`config.mk`:
```
export PLATFORM = sky130hd
export DESIGN_NAME = button_debouncer
export DESIGN_NICKNAME = d
export VERILOG_FILES = /design/src/rtl/button_debouncer.sv
export SDC_FILE = /design/constraint.sdc
export NUM_CORES = 1
export LEC_CHECK = 0
export ABC_AREA = 1
export ABC_CLOCK_PERIOD_IN_PS = 1600
export BUFFER_PORTS_ARGS = -buffer_cell sky130_fd_sc_hd__buf_4
export CORE_ASPECT_RATIO = 0.5
export CORE_MARGIN = 10
export CORE_UTILIZATION = 44
export CTS_CLUSTER_DIAMETER = 100
export DETAILED_ROUTE_END_ITERATION = 6
export SLEW_MARGIN = 20
export SYNTH_ARGS = -nofsm -noshare
export SYNTH_HDL_FRONTEND = slang
export SYNTH_SLANG_ARGS = --single-unit
export TNS_END_PERCENT = 50
```
`constraint.sdc`:
```
create_clock -name clk -period 1.6 [get_ports clk]
set_input_delay 0.08 -clock clk [delete_from_list [all_inputs] [get_ports clk]]
set_output_delay 0.08 -clock clk [all_outputs]
set_load 0.01 [all_outputs]
```
`src/rtl/button_debouncer.sv`:
```
// Per-button debouncer with press / release / long-press event pulses.
// Raw inputs pass through a two-flop synchroniser every clk; the per-button
// FSMs and their counters advance only on slow_clk_en ticks.
//
// state        | meaning
// RELEASED     | accepted level is 0, input agrees
// PRESS_PEND   | input went high, counting agreeing samples
// PRESSED      | accepted level is 1, hold counter running
// RELEASE_PEND | input went low while pressed, counting agreeing samples
module button_debouncer #(
  parameter int NUM_BTN        = 4,
  parameter int STABLE_SAMPLES = 4,
  parameter int LONG_TICKS     = 200
) (
  input  logic               clk,
  input  logic               rst_n,
  input  logic               slow_clk_en,
  input  logic [NUM_BTN-1:0] btn_raw,
  output logic [NUM_BTN-1:0] btn_level,
  output logic [NUM_BTN-1:0] btn_press,
  output logic [NUM_BTN-1:0] btn_release,
  output logic [NUM_BTN-1:0] btn_long
);

  localparam int SW = $clog2(STABLE_SAMPLES + 1);
  localparam int HW = $clog2(LONG_TICKS + 1);

  localparam logic [SW-1:0] STABLE_MAX = SW'(STABLE_SAMPLES);
  localparam logic [HW-1:0] HOLD_MAX   = HW'(LONG_TICKS);

  localparam logic [1:0] RELEASED     = 2'd0;
  localparam logic [1:0] PRESS_PEND   = 2'd1;
  localparam logic [1:0] PRESSED      = 2'd2;
  localparam logic [1:0] RELEASE_PEND = 2'd3;

  logic [NUM_BTN-1:0] sync1_q, sync2_q;

  logic [1:0]    state_q  [NUM_BTN];
  logic [1:0]    state_d  [NUM_BTN];
  logic [SW-1:0] stable_q [NUM_BTN];
  logic [SW-1:0] stable_d [NUM_BTN];
  logic [HW-1:0] hold_q   [NUM_BTN];
  logic [HW-1:0] hold_d   [NUM_BTN];

  logic [NUM_BTN-1:0] long_done_q, long_done_d;
  logic [NUM_BTN-1:0] level_q, level_d;
  logic [NUM_BTN-1:0] press_q, press_d;
  logic [NUM_BTN-1:0] release_q, release_d;
  logic [NUM_BTN-1:0] long_q, long_d;

  // Two-flop synchroniser, clocked every cycle independent of the strobe.
  always_ff @(posedge clk or negedge rst_n) begin
    if (!rst_n) begin
      sync1_q <= '0;
      sync2_q <= '0;
    end else begin
      sync1_q <= btn_raw;
      sync2_q <= sync1_q;
    end
  end

  // Per-button next-state, counters and event pulses; state moves only on ticks.
  always_comb begin
    long_done_d = long_done_q;
    level_d     = '0;
    press_d     = '0;
    release_d   = '0;
    long_d      = '0;
    for (int b = 0; b < NUM_BTN; b++) begin
      state_d[b]  = state_q[b];
      stable_d[b] = stable_q[b];
      hold_d[b]   = hold_q[b];
      if (slow_clk_en) begin
        case (state_q[b])
          RELEASED: begin
            if (sync2_q[b]) begin
              state_d[b]  = PRESS_PEND;
              stable_d[b] = SW'(1);
            end
          end
          PRESS_PEND: begin
            if (sync2_q[b]) begin
              if (stable_q[b] + SW'(1) == STABLE_MAX) begin
                state_d[b]     = PRESSED;
                stable_d[b]    = '0;
                hold_d[b]      = '0;
                long_done_d[b] = 1'b0;
                press_d[b]     = 1'b1;
              end else begin
                stable_d[b] = stable_q[b] + SW'(1);
              end
            end else begin
              state_d[b]  = RELEASED;
              stable_d[b] = '0;
            end
          end
          PRESSED: begin
            if (!sync2_q[b]) begin
              // The hold count does not advance on the tick that starts a release.
              state_d[b]  = RELEASE_PEND;
              stable_d[b] = SW'(1);
            end else if (hold_q[b] != HOLD_MAX) begin
              hold_d[b] = hold_q[b] + HW'(1);
              if ((hold_q[b] + HW'(1) == HOLD_MAX) && !long_done_q[b]) begin
                long_done_d[b] = 1'b1;
                long_d[b]      = 1'b1;
              end
            end
          end
          RELEASE_PEND: begin
            if (!sync2_q[b]) begin
              if (stable_q[b] + SW'(1) == STABLE_MAX) begin
                state_d[b]   = RELEASED;
                stable_d[b]  = '0;
                release_d[b] = 1'b1;
              end else begin
                stable_d[b] = stable_q[b] + SW'(1);
              end
            end else begin
              // Glitch on release: resume the press, keeping hold and long_done.
              state_d[b]  = PRESSED;
              stable_d[b] = '0;
            end
          end
          default: begin
            state_d[b]  = RELEASED;
            stable_d[b] = '0;
          end
        endcase
      end
      level_d[b] = (state_d[b] == PRESSED) || (state_d[b] == RELEASE_PEND);
    end
  end

  // FSM state and counters.
  always_ff @(posedge clk or negedge rst_n) begin
    if (!rst_n) begin
      for (int b = 0; b < NUM_BTN; b++) begin
        state_q[b]  <= RELEASED;
        stable_q[b] <= '0;
        hold_q[b]   <= '0;
      end
      long_done_q <= '0;
    end else begin
      for (int b = 0; b < NUM_BTN; b++) begin
        state_q[b]  <= state_d[b];
        stable_q[b] <= stable_d[b];
        hold_q[b]   <= hold_d[b];
      end
      long_done_q <= long_done_d;
    end
  end

  // Registered outputs: level follows the new state, pulses last one cycle.
  always_ff @(posedge clk or negedge rst_n) begin
    if (!rst_n) begin
      level_q   <= '0;
      press_q   <= '0;
      release_q <= '0;
      long_q    <= '0;
    end else begin
      level_q   <= level_d;
      press_q   <= press_d;
      release_q <= release_d;
      long_q    <= long_d;
    end
  end

  assign btn_level   = level_q;
  assign btn_press   = press_q;
  assign btn_release = release_q;
  assign btn_long    = long_q;

endmodule
```
# --- Word level (Yosys, flattened, before mapping) ---
# Cells that the tools add are included.
word_totals:
  regBits: 80
  input_bits: 7
  elab_cells: 270
  out_inout_bits: 16
classes:
  n_addsub: 8
  n_reduce_logical: 32
  n_mux: 148
  n_eq_ne: 60
op_table:
  columns: ["cell", "count"]
  rows:
  - ["$mux W8", 16]
  - ["$mux W1", 68]
  - ["$pmux W8 S2", 4]
  - ["$mux W3", 20]
  - ["$mux W2", 28]
  - ["$ne A2 B2 Y1 const B", 28]
  - ["$pmux W3 S4", 4]
  - ["$add A8 B1 Y8 const B", 4]
  - ["$eq A2 B2 Y1 const B", 16]
  - ["$eq A8 B8 Y1 const B", 4]
  - ["$ne A8 B8 Y1 const B", 4]
  - ["$pmux W2 S4", 4]
  - ["$reduce_and A7 Y1", 4]
  - ["$reduce_and A6 Y1", 4]
  - ["$add A3 B1 Y3 const B", 4]
  - ["$eq A3 B3 Y1 const B", 4]
  - ["$reduce_and A3 Y1", 4]
  - ["$eq A2 B1 Y1 const B", 4]
  - ["$logic_not A2 Y1", 4]
  - ["$pmux W1 S2", 4]
  - ["$reduce_bool A2 Y1", 4]
  - ["$logic_and A1 B1 Y1", 4]
  - ["$logic_not A1 Y1", 4]
  - ["$logic_or A1 B1 Y1", 4]

# --- Logic depth before layout (Yosys ltp) ---
depth:
  ltp_word: 8
  ltp_mapped: 12
  ltp_nobuf: 12

# --- Worst setup path before layout ---
# Ideal clock, no wire load.
synth_path:
  path_kind: "register to register"
  from: "reg stable_q[9] in the netlist's numbering"
  to: "reg hold_q[28] in the netlist's numbering"
  setup_time_ns: 0.119
  setup_slack_ns: 0.165
  stages_incl_launch_ff: 10
  arrival_time_ns: 1.316
  required_ns: 1.481
  n_path_buf: 1
  period_less_slack_ns: 1.435
  cell_sequence: "dfrtp_1 > ha_1 > ha_1 > nand2_2 > clkinv_1 > nand2_2 > a21oi_4 > buf_6 > nand3_1 > o21ai_2"
synth_between:
  elab_chain_len: 4
synth_rtl:
  columns: ["item", "line_no", "rtl"]
  rows:
  - ["start: declaration", "40", "logic [SW-1:0] stable_q [NUM_BTN];"]
  - ["start signal: indexed assignment", "147", "stable_q[b] <= stable_d[b];"]
  - ["$add A3 B1 Y3", "83", "if (stable_q[b] + SW'(1) == STABLE_MAX) begin"]
  - ["$eq A3 B3 Y1", "83", null]
  - ["$ne A2 B2 Y1 (no source line)", null, null]
  - ["$reduce_and A6 Y1 (no source line)", null, null]
  - ["end signal: indexed assignment", "148", "hold_q[b] <= hold_d[b];"]
  - ["end: declaration", "42", "logic [HW-1:0] hold_q [NUM_BTN];"]
# Every way passes these cells.
# A chain may end at the register's enable or synchronous reset.

# --- Worst setup path after layout ---
layout_path:
  from: "reg stable_q[9] in the netlist's numbering"
  to: "reg hold_q[27] in the netlist's numbering"
# The elaborated chain is that of the path after synthesis.

==> impl_metrics.env <==
export IMPL_post_drt_via_cell_ratio=4.92
export IMPL_skew_ns=0.00574
export IMPL_grt_pass1_vias=3144
export IMPL_grt_use_total_pct=12.7
export IMPL_peakVddDrop_v=0.000632
export IMPL_crit_buf_inv=2
export IMPL_clockBufferDepth=2
export IMPL_synth_cell_types=31
export IMPL_wirelength_um=8350
export IMPL_yosys_top_cells_count="133 x nand2_1, 80 x dfrtp_1, 73 x inv_1, 50 x nand3_1, 48 x nor2_1"
export IMPL_status="complete, no violations"
export IMPL_syn_num_nets=542
export IMPL_die_x_um=157
export IMPL_synthFlopType="dfrtp_1"
export IMPL_clk_latency_ns=0.34
export IMPL_avgSynthCellArea_um2=8.05
export IMPL_synth_seq_area_share_pct=48.4
export IMPL_cts_sinks=80
export IMPL_die_h_um=88.6
export IMPL_rsz0062_at_grt="true"
export IMPL_worstPathCellList="ha_1 -> ha_1 -> nand2_2 -> inv_2 -> nand2_2 -> a21oi_4 -> buf_4 -> nand3_1 -> o21ai_0"
export IMPL_synthSimpleGateAreaFrac_pct=27.2
export IMPL_grt_pass1_wl_um=14400
export IMPL_grt_max_degree=30
export IMPL_syn_to_final_growth_pct=21.8
export IMPL_drt_iter0_drc=110
export IMPL_drt_pass1_iter_count=4
export IMPL_place_congestion=0.812
export IMPL_maxSlewHeadroom_pct=74.7
export IMPL_final_seq_area_um2=2000
export IMPL_synth_edf_count=0
export IMPL_yosys_top_cells_area="dfrtp_1 48%, nand2_1 12%, inv_1 6.6%, ha_1 6.4%, nand3_1 6.1%"
export IMPL_yosys_area_top_type="dfrtp_1"
export IMPL_drtAntennaViolNets=0
export IMPL_period_minus_slack_ns=1.52
export IMPL_wl_per_cell_um=12.0
export IMPL_power_leakage_nw=2.55
export IMPL_finalHoldViolCount=0
export IMPL_critPathMaxFanout=5
export IMPL_antenna_found_initial=0
export IMPL_p_total_mw=6.82
export IMPL_final_cell_area_um2=5040
export IMPL_cts_root_buf="clkbuf_16"
export IMPL_critPathLaunchType="flop"
export IMPL_yosysMostFrequentCell="nand2_1"
export IMPL_setup_tns_final_ns=0
export IMPL_synth_top_family_by_area="simple AND/OR/NAND/NOR gates"
export IMPL_finalMaxSlewViolations=0
export IMPL_muxShareOfSynthArea_pct=0
export IMPL_max_stage_delay_ns=0.40
export IMPL_port_buffers=22
export IMPL_htreeDepth=3
export IMPL_crit_slowest_cell="dfrtp_1"
export IMPL_worstPathArrival_ns=1.74
export IMPL_synthArstFlopShare_pct=100
export IMPL_synth_compound_area_share_pct=8.56
export IMPL_io_pins=23
export IMPL_start_util_pct=46.4
export IMPL_netlist_area_leader_share_pct=48.4
export IMPL_multi_input_area_um2=1920
export IMPL_syn_area_um2=4140
export IMPL_cts_buffers=9
export IMPL_antennaDiodeCount=0
export IMPL_synth_xor_xnor_area_share_pct=1.91
export IMPL_crit_type="reg2reg"
export IMPL_synth_adder_area_share_pct=6.35
export IMPL_maxCapViolCount=0
export IMPL_num_vias=3418
export IMPL_clk_pin_slew_ns=0.06
export IMPL_hold_class="in2reg"
export IMPL_die_area_um2=13900
export IMPL_critPathTopFamily="adder cells"
export IMPL_grt_ovfl_total=0
export IMPL_cp_required_ns=1.82
export IMPL_tightest_slew_ns=0.379
export IMPL_row_count=24
export IMPL_nFillCells=828
export IMPL_place_area_um2=4520
export IMPL_ys_warn_count=0
export IMPL_cts_tree="yes"
export IMPL_utilization_pct=56.5
export IMPL_core_area_um2=8920
export IMPL_synth_cells=514
export IMPL_drive_gt1_share_pct=16.6
export IMPL_power_density_nw_per_um2=1350
export IMPL_ys_seq_elements=80
export IMPL_dpl_hpwl_um=5890
export IMPL_route_detailed_drc=0
export IMPL_nets=603
export IMPL_end_kind="flop"
export IMPL_finalCritPeriodShare_pct=95.2
export IMPL_setup_viol_count_final=0
export IMPL_fmax_ghz=0.656
## layout make-up
type / count / share of cell area [%]
repair buffers: 54 / 8.62
flip-flops and latches: 80 / 39.8
inverters: 75 / 5.59
multi-input cells: 355 / 38.1
well taps: 117 / 2.91
clock buffers: 13 / 4.97
clock inverters: 1 / 0.0993
## state kept, by name, indices dropped and copies added (netlist names)
name	count
btn_level	4
btn_long	4
btn_press	4
btn_release	4
hold_q	32
long_done_q	4
stable_q	12
state_q	8
sync1_q	4
sync2_q	4
## layer usage
metal	part of all wire (%)	track usage [%]	up-vias	wire, um
met5	0	0	-	0
met4	1.3	4.22	0	106
met3	4.1	3.97	9	340
met2	46	20.4	53	3830
met1	49	16.2	1576	4080
li1	-	-	1780	-
## metrics by stage
step	setup WS, ns	hold slack, ns	instances
floorplan	0.165	-0.216	514
global placement	0.0272	0.0285	661
detailed placement	-0.0177	0.0303	661
CTS	-0.00987	0.128	680
global route	-0.0399	0.162	695
finish	0.0766	0.150	695
## repair_timing
item	4_1_cts	5_1_grt
hold buffers	5	0
resized for setup	1	30
hold endpoints to repair	30	0
buffers inserted	0	14
gates cloned	0	1
pin swaps	0	8
setup endpoints to repair	9	39
## worst paths after layout
check	from	end	slack (ns)	depth (start not counted)
max	stable_q[9]$_DFFE_PN0P_	hold_q[27]$_DFFE_PN0P_	0.08	9
min	slow_clk_en	state_q[0]$_DFF_PN0_	0.15	2
max reg2reg	stable_q[9]$_DFFE_PN0P_	hold_q[27]$_DFFE_PN0P_	0.08	9
min reg2reg	sync1_q[0]$_DFF_PN0_	sync2_q[0]$_DFF_PN0_	0.35	0
max in group asynchronous	rst_n	hold_q[23]$_DFFE_PN0P_	0.85	3
min in group asynchronous	rst_n	hold_q[5]$_DFFE_PN0P_	0.22	2
## power by group
| group | switching, mW | total, mW | internal [mW] | leakage [nW] |
|---|---|---|---|---|
| logic | 1.22 | 2.08 | 0.860 | 1.43 |
| clock network | 0.751 | 1.82 | 1.07 | 0.126 |
| registers | 0.450 | 2.92 | 2.47 | 0.992 |
| total | 2.42 | 6.82 | 4.40 | 2.55 |
## cells by family (layout without fill, tap and decap cells)
family / count (synthesis) / count (layout)
buffers and inverters: 80 / 143
adder cells (fa/ha/maj): 21 / 21
XOR/XNOR: 9 / 9
flip-flops: 80 / 80
AND/OR/NAND/NOR: 262 / 262
AO/OA/AOI/OAI: 62 / 63
## layout by cell type, fill, tap and decap left out, drive strengths merged
cell type    netlist  final
a21oi              5      6
buf                4     49
clkbuf             1     13
clkinv             1      1
dfrtp             80     80
dlygate4sd3        0      5
ha                21     21
inv               74     75
nand2            136    136
nand3             51     51
nand3b             1      1
nand4             10     10
nor2              50     50
nor3               9      9
nor3b              1      1
nor4               2      2
o211ai             1      1
o21ai             42     42
o22ai             12     12
o41ai              2      2
or2                2      2
xnor2              4      4
xor2               5      5
Note: power is estimated with default switching activity, not from simulation.
